<file path="config.mk">
export PLATFORM = sky130hd
export DESIGN_NAME = gon_row_collector_flat
export DESIGN_NICKNAME = d
export VERILOG_FILES = /design/src/rtl/gon_row_collector_if.sv /design/src/rtl/gon_row_collector.sv /design/src/flat_wrapper.sv
export SDC_FILE = /design/constraint.sdc
export NUM_CORES = 1
export LEC_CHECK = 0
export ABC_AREA = 1
export CORE_MARGIN = 3
export CORE_UTILIZATION = 46
export CTS_CLUSTER_SIZE = 25
export DETAILED_ROUTE_END_ITERATION = 8
export PLACE_DENSITY = 0.91
export SETUP_SLACK_MARGIN = 0.02
export SLEW_MARGIN = 10
export SYNTH_ARGS = -nofsm -noshare
export SYNTH_HDL_FRONTEND = slang
export SYNTH_SLANG_ARGS = --single-unit
</file>
<file path="constraint.sdc">
create_clock -name clk -period 5.15 [get_ports clk]
set_input_delay 1.545 -clock clk [delete_from_list [all_inputs] [get_ports clk]]
set_output_delay 1.545 -clock clk [all_outputs]
set_load 0.1 [all_outputs]
</file>
<file path="src/rtl/gon_row_collector_if.sv">
// Bundle between one row collector and its surroundings: config, the shared
// row tag/response bus, the Y-level output stream and status.
interface gon_row_collector_if #(
  parameter int ID_LEN    = 4,
  parameter int VALUE_LEN = 32,
  parameter int NUM_COL   = 8
);
  logic                         cfg_start;
  logic [ID_LEN-1:0]            cfg_tag_base;
  logic [ID_LEN:0]              cfg_count;
  logic [ID_LEN-1:0]            tag;
  logic                         ready_out;
  logic [NUM_COL-1:0]           col_enable;
  logic [NUM_COL*VALUE_LEN-1:0] col_value;
  logic                         out_valid;
  logic                         out_ready;
  logic [ID_LEN-1:0]            out_tag;
  logic [VALUE_LEN-1:0]         out_data;
  logic                         busy;
  logic                         done;
  logic                         collision;

  // master: the collector itself
  modport master (
    input  cfg_start, cfg_tag_base, cfg_count, col_enable, col_value, out_ready,
    output tag, ready_out, out_valid, out_tag, out_data, busy, done, collision
  );

  // slave: X controllers, Y network and config agent seen as one
  modport slave (
    output cfg_start, cfg_tag_base, cfg_count, col_enable, col_value, out_ready,
    input  tag, ready_out, out_valid, out_tag, out_data, busy, done, collision
  );
endinterface

</file>
<file path="src/rtl/gon_row_collector.sv">
// Row collector for GON X multicast controllers: walks a tag sequence, captures
// the single wired-OR response per tag and streams {tag, value} out via a small FIFO.
module gon_row_collector #(
  parameter int ID_LEN     = 4,
  parameter int VALUE_LEN  = 32,
  parameter int NUM_COL    = 8,
  parameter int FIFO_DEPTH = 4
) (
  input logic                  clk,
  input logic                  rst,
  gon_row_collector_if.master  bus
);
  localparam int PW = $clog2(FIFO_DEPTH);

  typedef enum logic [1:0] {IDLE = 2'd0, SCAN = 2'd1, FLUSH = 2'd2} state_t;
  typedef struct packed {
    logic [ID_LEN-1:0]    tag;
    logic [VALUE_LEN-1:0] value;
  } entry_t;

  state_t               state_q, state_d;
  logic [ID_LEN-1:0]    tag_q;
  logic [ID_LEN:0]      rem_q;
  logic                 done_q, done_d, coll_q;
  entry_t               mem [FIFO_DEPTH];
  logic [PW-1:0]        rd_ptr, wr_ptr;
  logic [PW:0]          cnt_q;
  logic                 full, empty, push, pop, ready;
  logic                 start_go, start_nil, multi_hit;
  logic [VALUE_LEN-1:0] row_or;
  entry_t               head;

  assign full      = (cnt_q == (PW+1)'(FIFO_DEPTH));
  assign empty     = (cnt_q == '0);
  assign start_go  = bus.cfg_start && (bus.cfg_count != '0);
  assign start_nil = bus.cfg_start && (bus.cfg_count == '0);

  // Idle columns drive zero, so OR-ing every column yields the responder's value.
  always_comb begin
    row_or = '0;
    for (int c = 0; c < NUM_COL; c++)
      row_or = row_or | bus.col_value[c*VALUE_LEN +: VALUE_LEN];
  end

  // More than one bit set: clearing the lowest set bit leaves something behind.
  assign multi_hit = |(bus.col_enable & (bus.col_enable - NUM_COL'(1)));

  // FSM: state register
  always_ff @(posedge clk) begin
    if (rst) state_q <= IDLE;
    else     state_q <= state_d;
  end

  // FSM: next state
  always_comb begin
    state_d = state_q;
    unique case (state_q)
      IDLE:    if (start_go) state_d = SCAN;
      SCAN:    if (push && rem_q == (ID_LEN+1)'(1)) state_d = FLUSH;
      FLUSH:   if (empty) state_d = IDLE;
      default: state_d = IDLE;
    endcase
  end

  // FSM: outputs. ready uses the registered full flag only, so a pop frees
  // the slot for the row one cycle later.
  always_comb begin
    ready  = 1'b0;
    done_d = 1'b0;
    unique case (state_q)
      IDLE:    done_d = start_nil;
      SCAN:    ready  = ~full;
      FLUSH:   done_d = empty;
      default: ;
    endcase
  end

  assign push = ready & (|bus.col_enable);
  assign pop  = ~empty & bus.out_ready;

  always_ff @(posedge clk) begin
    if (rst) begin
      tag_q  <= '0;
      rem_q  <= '0;
      done_q <= 1'b0;
      coll_q <= 1'b0;
    end else begin
      done_q <= done_d;
      if (multi_hit) coll_q <= 1'b1;
      if (state_q == IDLE && start_go) begin
        tag_q <= bus.cfg_tag_base;
        rem_q <= bus.cfg_count;
      end else if (push) begin
        tag_q <= tag_q + ID_LEN'(1);
        rem_q <= rem_q - (ID_LEN+1)'(1);
      end
    end
  end

  always_ff @(posedge clk) begin
    if (rst) begin
      rd_ptr <= '0;
      wr_ptr <= '0;
      cnt_q  <= '0;
    end else begin
      if (push) wr_ptr <= wr_ptr + PW'(1);
      if (pop)  rd_ptr <= rd_ptr + PW'(1);
      case ({push, pop})
        2'b10:   cnt_q <= cnt_q + (PW+1)'(1);
        2'b01:   cnt_q <= cnt_q - (PW+1)'(1);
        default: ;
      endcase
    end
  end

  // Storage needs no reset: the head is masked to zero while empty.
  always_ff @(posedge clk) begin
    if (push) mem[wr_ptr] <= {tag_q, row_or};
  end

  assign head          = empty ? '0 : mem[rd_ptr];
  assign bus.out_valid = ~empty;
  assign bus.out_tag   = head.tag;
  assign bus.out_data  = head.value;
  assign bus.tag       = tag_q;
  assign bus.ready_out = ready;
  assign bus.busy      = (state_q != IDLE);
  assign bus.done      = done_q;
  assign bus.collision = coll_q;

  a_no_push_full: assert property (@(posedge clk) disable iff (rst) !(push && full));
  a_cnt_bound:    assert property (@(posedge clk) disable iff (rst) cnt_q <= (PW+1)'(FIFO_DEPTH));
  a_head_hold:    assert property (@(posedge clk) disable iff (rst)
                    (bus.out_valid && !bus.out_ready) |=> (bus.out_valid && $stable(head)));
endmodule
</file>
<file path="src/flat_wrapper.sv">
// flat-port wrapper written by rule: the top's interface ports become plain ports
module gon_row_collector_flat 
#(
  parameter int ID_LEN     = 4,
  parameter int VALUE_LEN  = 32,
  parameter int NUM_COL    = 8,
  parameter int FIFO_DEPTH = 4
)
  (clk, rst, bus_cfg_start, bus_cfg_tag_base, bus_cfg_count, bus_col_enable, bus_col_value, bus_out_ready, bus_tag, bus_ready_out, bus_out_valid, bus_out_tag, bus_out_data, bus_busy, bus_done, bus_collision);
  gon_row_collector_if #(.ID_LEN(ID_LEN), .VALUE_LEN(VALUE_LEN), .NUM_COL(NUM_COL)) bus_i ();
  input logic clk;
  input logic rst;
  input wire logic [$bits(bus_i.cfg_start)-1:0] bus_cfg_start;
  input wire logic [$bits(bus_i.cfg_tag_base)-1:0] bus_cfg_tag_base;
  input wire logic [$bits(bus_i.cfg_count)-1:0] bus_cfg_count;
  input wire logic [$bits(bus_i.col_enable)-1:0] bus_col_enable;
  input wire logic [$bits(bus_i.col_value)-1:0] bus_col_value;
  input wire logic [$bits(bus_i.out_ready)-1:0] bus_out_ready;
  output wire logic [$bits(bus_i.tag)-1:0] bus_tag;
  output wire logic [$bits(bus_i.ready_out)-1:0] bus_ready_out;
  output wire logic [$bits(bus_i.out_valid)-1:0] bus_out_valid;
  output wire logic [$bits(bus_i.out_tag)-1:0] bus_out_tag;
  output wire logic [$bits(bus_i.out_data)-1:0] bus_out_data;
  output wire logic [$bits(bus_i.busy)-1:0] bus_busy;
  output wire logic [$bits(bus_i.done)-1:0] bus_done;
  output wire logic [$bits(bus_i.collision)-1:0] bus_collision;
  assign bus_i.cfg_start = bus_cfg_start;
  assign bus_i.cfg_tag_base = bus_cfg_tag_base;
  assign bus_i.cfg_count = bus_cfg_count;
  assign bus_i.col_enable = bus_col_enable;
  assign bus_i.col_value = bus_col_value;
  assign bus_i.out_ready = bus_out_ready;
  assign bus_tag = bus_i.tag;
  assign bus_ready_out = bus_i.ready_out;
  assign bus_out_valid = bus_i.out_valid;
  assign bus_out_tag = bus_i.out_tag;
  assign bus_out_data = bus_i.out_data;
  assign bus_busy = bus_i.busy;
  assign bus_done = bus_i.done;
  assign bus_collision = bus_i.collision;
  gon_row_collector #(.ID_LEN(ID_LEN), .VALUE_LEN(VALUE_LEN), .NUM_COL(NUM_COL), .FIFO_DEPTH(FIFO_DEPTH)) u_core (.clk(clk), .rst(rst), .bus(bus_i));
endmodule
</file>
==> out/metrics.yaml, run 1 <==
setup_path:
  critPathKind: "reg2out"
  worst_setup_path_end_kind: "output port"
  arrival_ps: 2790
  rr_startpoint: "u_core.cnt_q[0]"
  ff2ff_path_depth: 12
  rrSetupSlack_ps: 2680
  cp.required_ps: 3610
  path_max_fanout: 37
  worstSetupStartpointType: "flip-flop"
  r2r-end: "u_core.cnt_q[2]"
layout:
  regArea_um2: 4770
  final_util: 0.716
  syn_to_final_growth_pct: 52.3
  n_antenna_cell: 0
  fin_nets: 1331
  fillers: 1108
  final_common_cell: "clkdlybuf4s50_1"
  drive_gt1_frac: 0.0974
  layout_common_cells: "clkdlybuf4s50_1, nor2_1, edfxtp_1, o21ai_0, nand2_1"
  multi_input_comb_area_um2: 2450
job:
  maxCapViolCount: 0
die:
  die_area_um2: 17900
  core_area_um2: 15900
  row_count: 46
  io_pins: 322
  dieHeight_um: 134
  die_w_um: 134
  start_util: 0.470
clock_network:
  cts-root-buf: "clkbuf_16"
  clockBufferDepth: 2
  cts_tree: "built"
  numCtsBuffers: 17
  cts_hold_buffers: 0
  cts.sinks: 166
  h-tree-depth: 4
  postCtsSetupRepairBufs: 0
  clock_latency_ps: 430
  clk_pin_slew_worst_paths_ps: 60
  post_cts_resized: 0
global_route:
  grt_max_degree: 73
  overflow: 0
  grt_pass1_vias: 6927
  grt_pass1_wl_um: 34900
  grt_usage: 0.253
  antenna_found_initial: 0
worst_hold_path:
  hold_path_class: "reg2reg"
  holdPathEnd: "u_core.rd_ptr[0]"
  hold_depth: 1
  min_from: "u_core.rd_ptr[0]"
sta:
  final_max_slew_viol_count: 0
  finClkSkew_ps: 14.9
  worst_pin_slew_ps: 1160
  fmax_mhz: 231
  period_minus_slack_ps: 4340
  whs_ps: 498
  relSlewSlack: 0.222
  grt_setup_unrepaired: "no"
  hold_viol: 0
  fin_tns_setup_ps: 0
  min_period_over_period: 0.842
  setup_viol: 0
  fin_ws_ps: 815
detailed_routing:
  firstDrtPassIters: 5
  dr.first_iter.drc_count: 607
  wire_per_inst_um: 18.0
  antenna_left: 0
  routed_wl_um: 22900
  drc: 0
  vias: 6756
  viasPerCell: 5.30
logic_synthesis:
  synth-main-ff-cell: "edfxtp_1"
  async_flop_share: 0
  avgSynthCellArea_um2: 10.3
  syn_area_um2: 7500
  synthCells: 730
  yosys_register_bits: 166
  ys_types: 32
  yosysWarnings: 0
  synth_edf_count: 144
  synthesis.nets: 1016
  ys_seq_area_frac: 0.636
power_and_ir_drop:
  p_total_uw: 6090
  vdd.ir_drop.worst_uv: 436
  powerDensity_nw_per_um2: 534
  leakage_uw: 0.00405
placement:
  dpl_worst_slack_ps: 1110
  dp.final_hpwl_um: 16300
  portBuffers: 321
  place_congestion: 0.808
status:
  outcome: "complete, no violations"
==> metrics by stage <==
step	cell area (um^2)	cells
after floorplan	7500	730
after detailed placement	10800	1242
after CTS	11400	1274
final	11400	1274
after global routing	11400	1274
after global placement	10800	1242
==> cell type report <==
type                       count  area share
multi-input combinational    494       0.215
clock inverter                14      0.0153
tap                          216      0.0237
inverter                      40      0.0132
sequential                   166       0.418
clock buffer                  18      0.0385
timing repair buffer         326       0.277
==> state kept, by name (all words and copies together) (netlist names), named ones only <==
name and count:
u_core.bus.collision 1, u_core.bus.done 1, u_core.bus.tag 4, u_core.cnt_q 3, u_core.mem 144, u_core.rd_ptr 2, u_core.rem_q 5, u_core.state_q 2
u_core.wr_ptr 2
==> where the power goes <==
| group | switching [uW] | internal (uW) | total [uW] |
|---|---|---|---|
| logic | 2520 | 686 | 3200 |
| clock network | 524 | 780 | 1300 |
| registers | 53.9 | 1530 | 1590 |
| total | 3090 | 3000 | 6090 |
==> cell families (layout without fill, tap and decap cells) <==
logic type                 count (synthesis)  after routing  synth area share
adders and majority gates                  9              9            0.0160
and+or+nand+nor                          342            342             0.207
AOI/OAI and AO/OA                        139            139            0.0948
xor gates and xnor gates                   4              4           0.00467
DFF                                      166            166             0.636
buffers and inverters                     70            398            0.0416
==> metal layers <==
metal  up-vias  wire (um)  GRT usage
met5         -          0          0
li1       3215          -          -
met4         0        674      0.111
met1      3127       8490      0.289
met3        61       1980     0.0752
met2       353      11700      0.440
==> critical path: stages, from the launching register on <==
cell and delay [ps]:
dfxtp_2 860, inv_2 520, nor2_1 230, o21ai_0 110, a21oi_1 290, buf_4 350
==> how the worst max path moves through the flow <==
stage,endpoint,depth (start not counted),from,slack [ps]
floorplan,u_core.mem[0][0],7,bus_col_enable[2],1150
global placement,u_core.cnt_q[2],13,bus_col_enable[3],1280
detailed placement,u_core.cnt_q[2],13,bus_col_enable[3],1110
CTS,bus_out_data[18],5,flip-flop,820
global route,bus_out_data[18],5,flip-flop,620
finish,bus_out_data[18],5,flip-flop,810
==> synthesized netlist by cell type (8+ instances only) <==
master,count,area (um^2)
nor2_1,172,646
nand2_1,71,267
edfxtp_1,144,4320
nor4_1,64,400
nand3_1,15,75.1
ha_1,8,100
inv_1,34,128
o21ai_1,12,60.1
dfxtp_1,22,440
o21ai_0,72,360
a21oi_1,53,265
buf_2,17,85.1
(Power assumes the default switching activity.)
==> inputs of run 2 (changes only) <==
--- a/config.mk
+++ b/config.mk
@@ -7,10 +7,10 @@
 export LEC_CHECK = 0
 export ABC_AREA = 1
 export CORE_MARGIN = 3
-export CORE_UTILIZATION = 46
+export CORE_UTILIZATION = 39
 export CTS_CLUSTER_SIZE = 25
 export DETAILED_ROUTE_END_ITERATION = 8
-export PLACE_DENSITY = 0.91
+export PLACE_DENSITY = 0.83
 export SETUP_SLACK_MARGIN = 0.02
 export SLEW_MARGIN = 10
 export SYNTH_ARGS = -nofsm -noshare
==> constraint.sdc (replaced) <==
create_clock -name clk -period 3.6 [get_ports clk]
set_input_delay 1.08 -clock clk [delete_from_list [all_inputs] [get_ports clk]]
set_output_delay 1.08 -clock clk [all_outputs]
set_load 0.1 [all_outputs]
==> run 2 against run 1 <==
Effect of this change:
- via count decreased by 3.4%
- critical path depth rose by 1
- sequential share of layout area is 1.8 points lower
- flip-flop and latch count unchanged
- clock-buffer cell count is 5 higher
- sequential power increased by 43%
- global-route usage shrank 6.1 points
- wire length down 6.8%
- combinational power rose by 76%
- clock power is 28% higher
- clock skew decreased by 8.5 ps
- die area is 17% higher
- highest routed layer unchanged
==> out/metrics.yaml, run 2 (same netlist as run 1, synthesis figures left out) <==
layout:
  top_register: "u_core.mem"
  final_common_cell: "clkdlybuf4s50_1"
  syn_to_final_growth_pct: 59.0
  layout_common_cells: "clkdlybuf4s50_1, nor2_1, edfxtp_1, o21ai_0, nand2_1"
  largest_reg_flops: 144  # unchanged
  final_util: 0.635  # -0.0809
  fin_nets: 1337  # +0.45%
  n_antenna_cell: 0  # unchanged
  fillers: 1448  # +31%
  drive_gt1_frac: 0.107  # +0.00979
setup_path:
  r2r-end: "u_core.cnt_q[1]"
  worstSetupStartpointType: "flip-flop"
  worst_setup_path_end_kind: "output port"
  critPathKind: "reg2out"
  rr_startpoint: "u_core.cnt_q[0]"
  path_max_fanout: 32  # -14%
  ff2ff_path_depth: 11  # -1
  rrSetupSlack_ps: 1210  # -1470 ps
  arrival_ps: 2270  # -520 ps
  cp.required_ps: 2520  # -1090 ps
sta:
  grt_setup_unrepaired: "no"
  relSlewSlack: 0.485  # +0.264
  hold_viol: 0  # unchanged
  final_max_slew_viol_count: 0  # unchanged
  min_period_over_period: 0.929
  fin_ws_ps: 254  # -561 ps
  worst_pin_slew_ps: 771  # -394 ps
  finClkSkew_ps: 6.39  # -8.51 ps
  fmax_mhz: 299
  fin_tns_setup_ps: 0  # unchanged
  setup_viol: 0  # unchanged
  period_minus_slack_ps: 3350
detailed_routing:
  vias: 6524  # -3.4%
  met2_wirelength_um: 11400  # -2.6%
  antenna_left: 0  # unchanged
  routed_wl_um: 21300  # -6.8%
  firstDrtPassIters: 5  # unchanged
  drc: 0  # unchanged
  met1_length_um: 8170  # -3.8%
  viasPerCell: 5.03  # -5.2%
  dr.first_iter.drc_count: 419  # -31%
  top_layer_used: "met4"
  wl_met3_um: 1470  # -26%
  wire_per_inst_um: 16.4  # -8.5%
job:
  maxCapViolCount: 0  # unchanged
clock_network:
  post_cts_resized: 0  # unchanged
  h-tree-depth: 4  # unchanged
  numCtsBuffers: 17  # unchanged
  cts_tree: "built"
  postCtsSetupRepairBufs: 0  # unchanged
  cts_hold_buffers: 0  # unchanged
  clock_latency_ps: 420  # about the same
  clk_pin_slew_worst_paths_ps: 60  # about the same
  cts.sinks: 166  # unchanged
  clockBufferDepth: 2  # unchanged
  cts-root-buf: "clkbuf_16"
power_and_ir_drop:
  vdd.ir_drop.worst_uv: 598  # +37%
  leakage_uw: 0.00422  # +4.3%
  p_total_uw: 9570  # +57%
  powerDensity_nw_per_um2: 802  # +50%
global_route:
  grt_pass1_wl_um: 30700  # -12%
  antenna_found_initial: 0  # unchanged
  grt_usage: 0.191  # -0.0614
  grt_max_degree: 37  # -49%
  grt_pass1_vias: 6333  # -8.6%
  overflow: 0  # unchanged
die:
  die_w_um: 145  # +8.2%
  die_area_um2: 20900  # +17%
  core_area_um2: 18800  # +18%
  start_util: 0.399  # -0.0708
  row_count: 50  # +8.7%
  io_pins: 322  # unchanged
  dieHeight_um: 145  # +8.2%
worst_hold_path:
  min_from: "u_core.rd_ptr[1]"
  hold_path_class: "reg2reg"
  hold_depth: 2  # +1
placement:
  dpl_worst_slack_ps: 281  # -830 ps
  place_congestion: 0.769  # -4.8%
  dp.final_hpwl_um: 15900  # -2.7%
  portBuffers: 321  # unchanged
status:
  outcome: "complete, no violations"
run 2: metrics by stage:
step                      hold slack [ps]  instances  cell area [um^2]
after floorplan                       436        730              7500
after global placement                449       1266             11400
after detailed placement              467       1266             11400
after CTS                             478       1298             11900
after global routing                  506       1298             11900
final                                 476       1298             11900
run 2: worst max path at each step:
stage | slack, ps | startpoint | depth (start not counted) | end
global route | 120 | flip-flop | 6 | bus_out_data[4]
CTS | 240 | flip-flop | 5 | bus_out_data[14]
detailed placement | 280 | bus_col_enable[4] | 13 | u_core.cnt_q[2]
finish | 250 | flip-flop | 6 | bus_out_data[4]
floorplan | 60 | bus_col_enable[2] | 7 | u_core.mem[0][0]
global placement | 330 | bus_col_enable[3] | 13 | u_core.cnt_q[2]
run 2: worst max-delay path, stage by stage, from the launching register on:
cell and delay (ps):
dfxtp_2 540, buf_4 410, nor2_1 90, nor2_1 110
o21ai_0 110, a21oi_1 350, buf_12 230
run 2: where the power goes:
part	internal, uW	switching (uW)
Sequential	2190	80.9
Combinational	1840	3780
Clock	983	685
run 2: area by class of cell:
cell class                 count  area [um^2]  share of cell area
sequential                   166         4770               0.400
timing repair buffer         332         3710               0.311
multi-input combinational    494         2450               0.206
clock buffer                  23          468              0.0393
tap                          234          293              0.0246
inverter                      40          150              0.0126
clock inverter                 9         80.1             0.00672
run 2: metal layers:
layer | GRT usage | vias to the layer above
met1 | 0.225 | 3027
met3 | 0.0370 | 23
li1 | - | 3221
met4 | 0.0609 | 0
met5 | 0 | -
met2 | 0.350 | 253
==> inputs of run 3 (changes only) <==
--- a/config.mk
+++ b/config.mk
@@ -10,9 +10,11 @@
 export CORE_UTILIZATION = 39
 export CTS_CLUSTER_SIZE = 25
 export DETAILED_ROUTE_END_ITERATION = 8
+export GPL_ROUTABILITY_DRIVEN = 0
 export PLACE_DENSITY = 0.83
 export SETUP_SLACK_MARGIN = 0.02
 export SLEW_MARGIN = 10
 export SYNTH_ARGS = -nofsm -noshare
 export SYNTH_HDL_FRONTEND = slang
 export SYNTH_SLANG_ARGS = --single-unit
+export TNS_END_PERCENT = 5
==> results of run 3 <==
The final DEF is identical to that of run 2; final timing and power are the same.
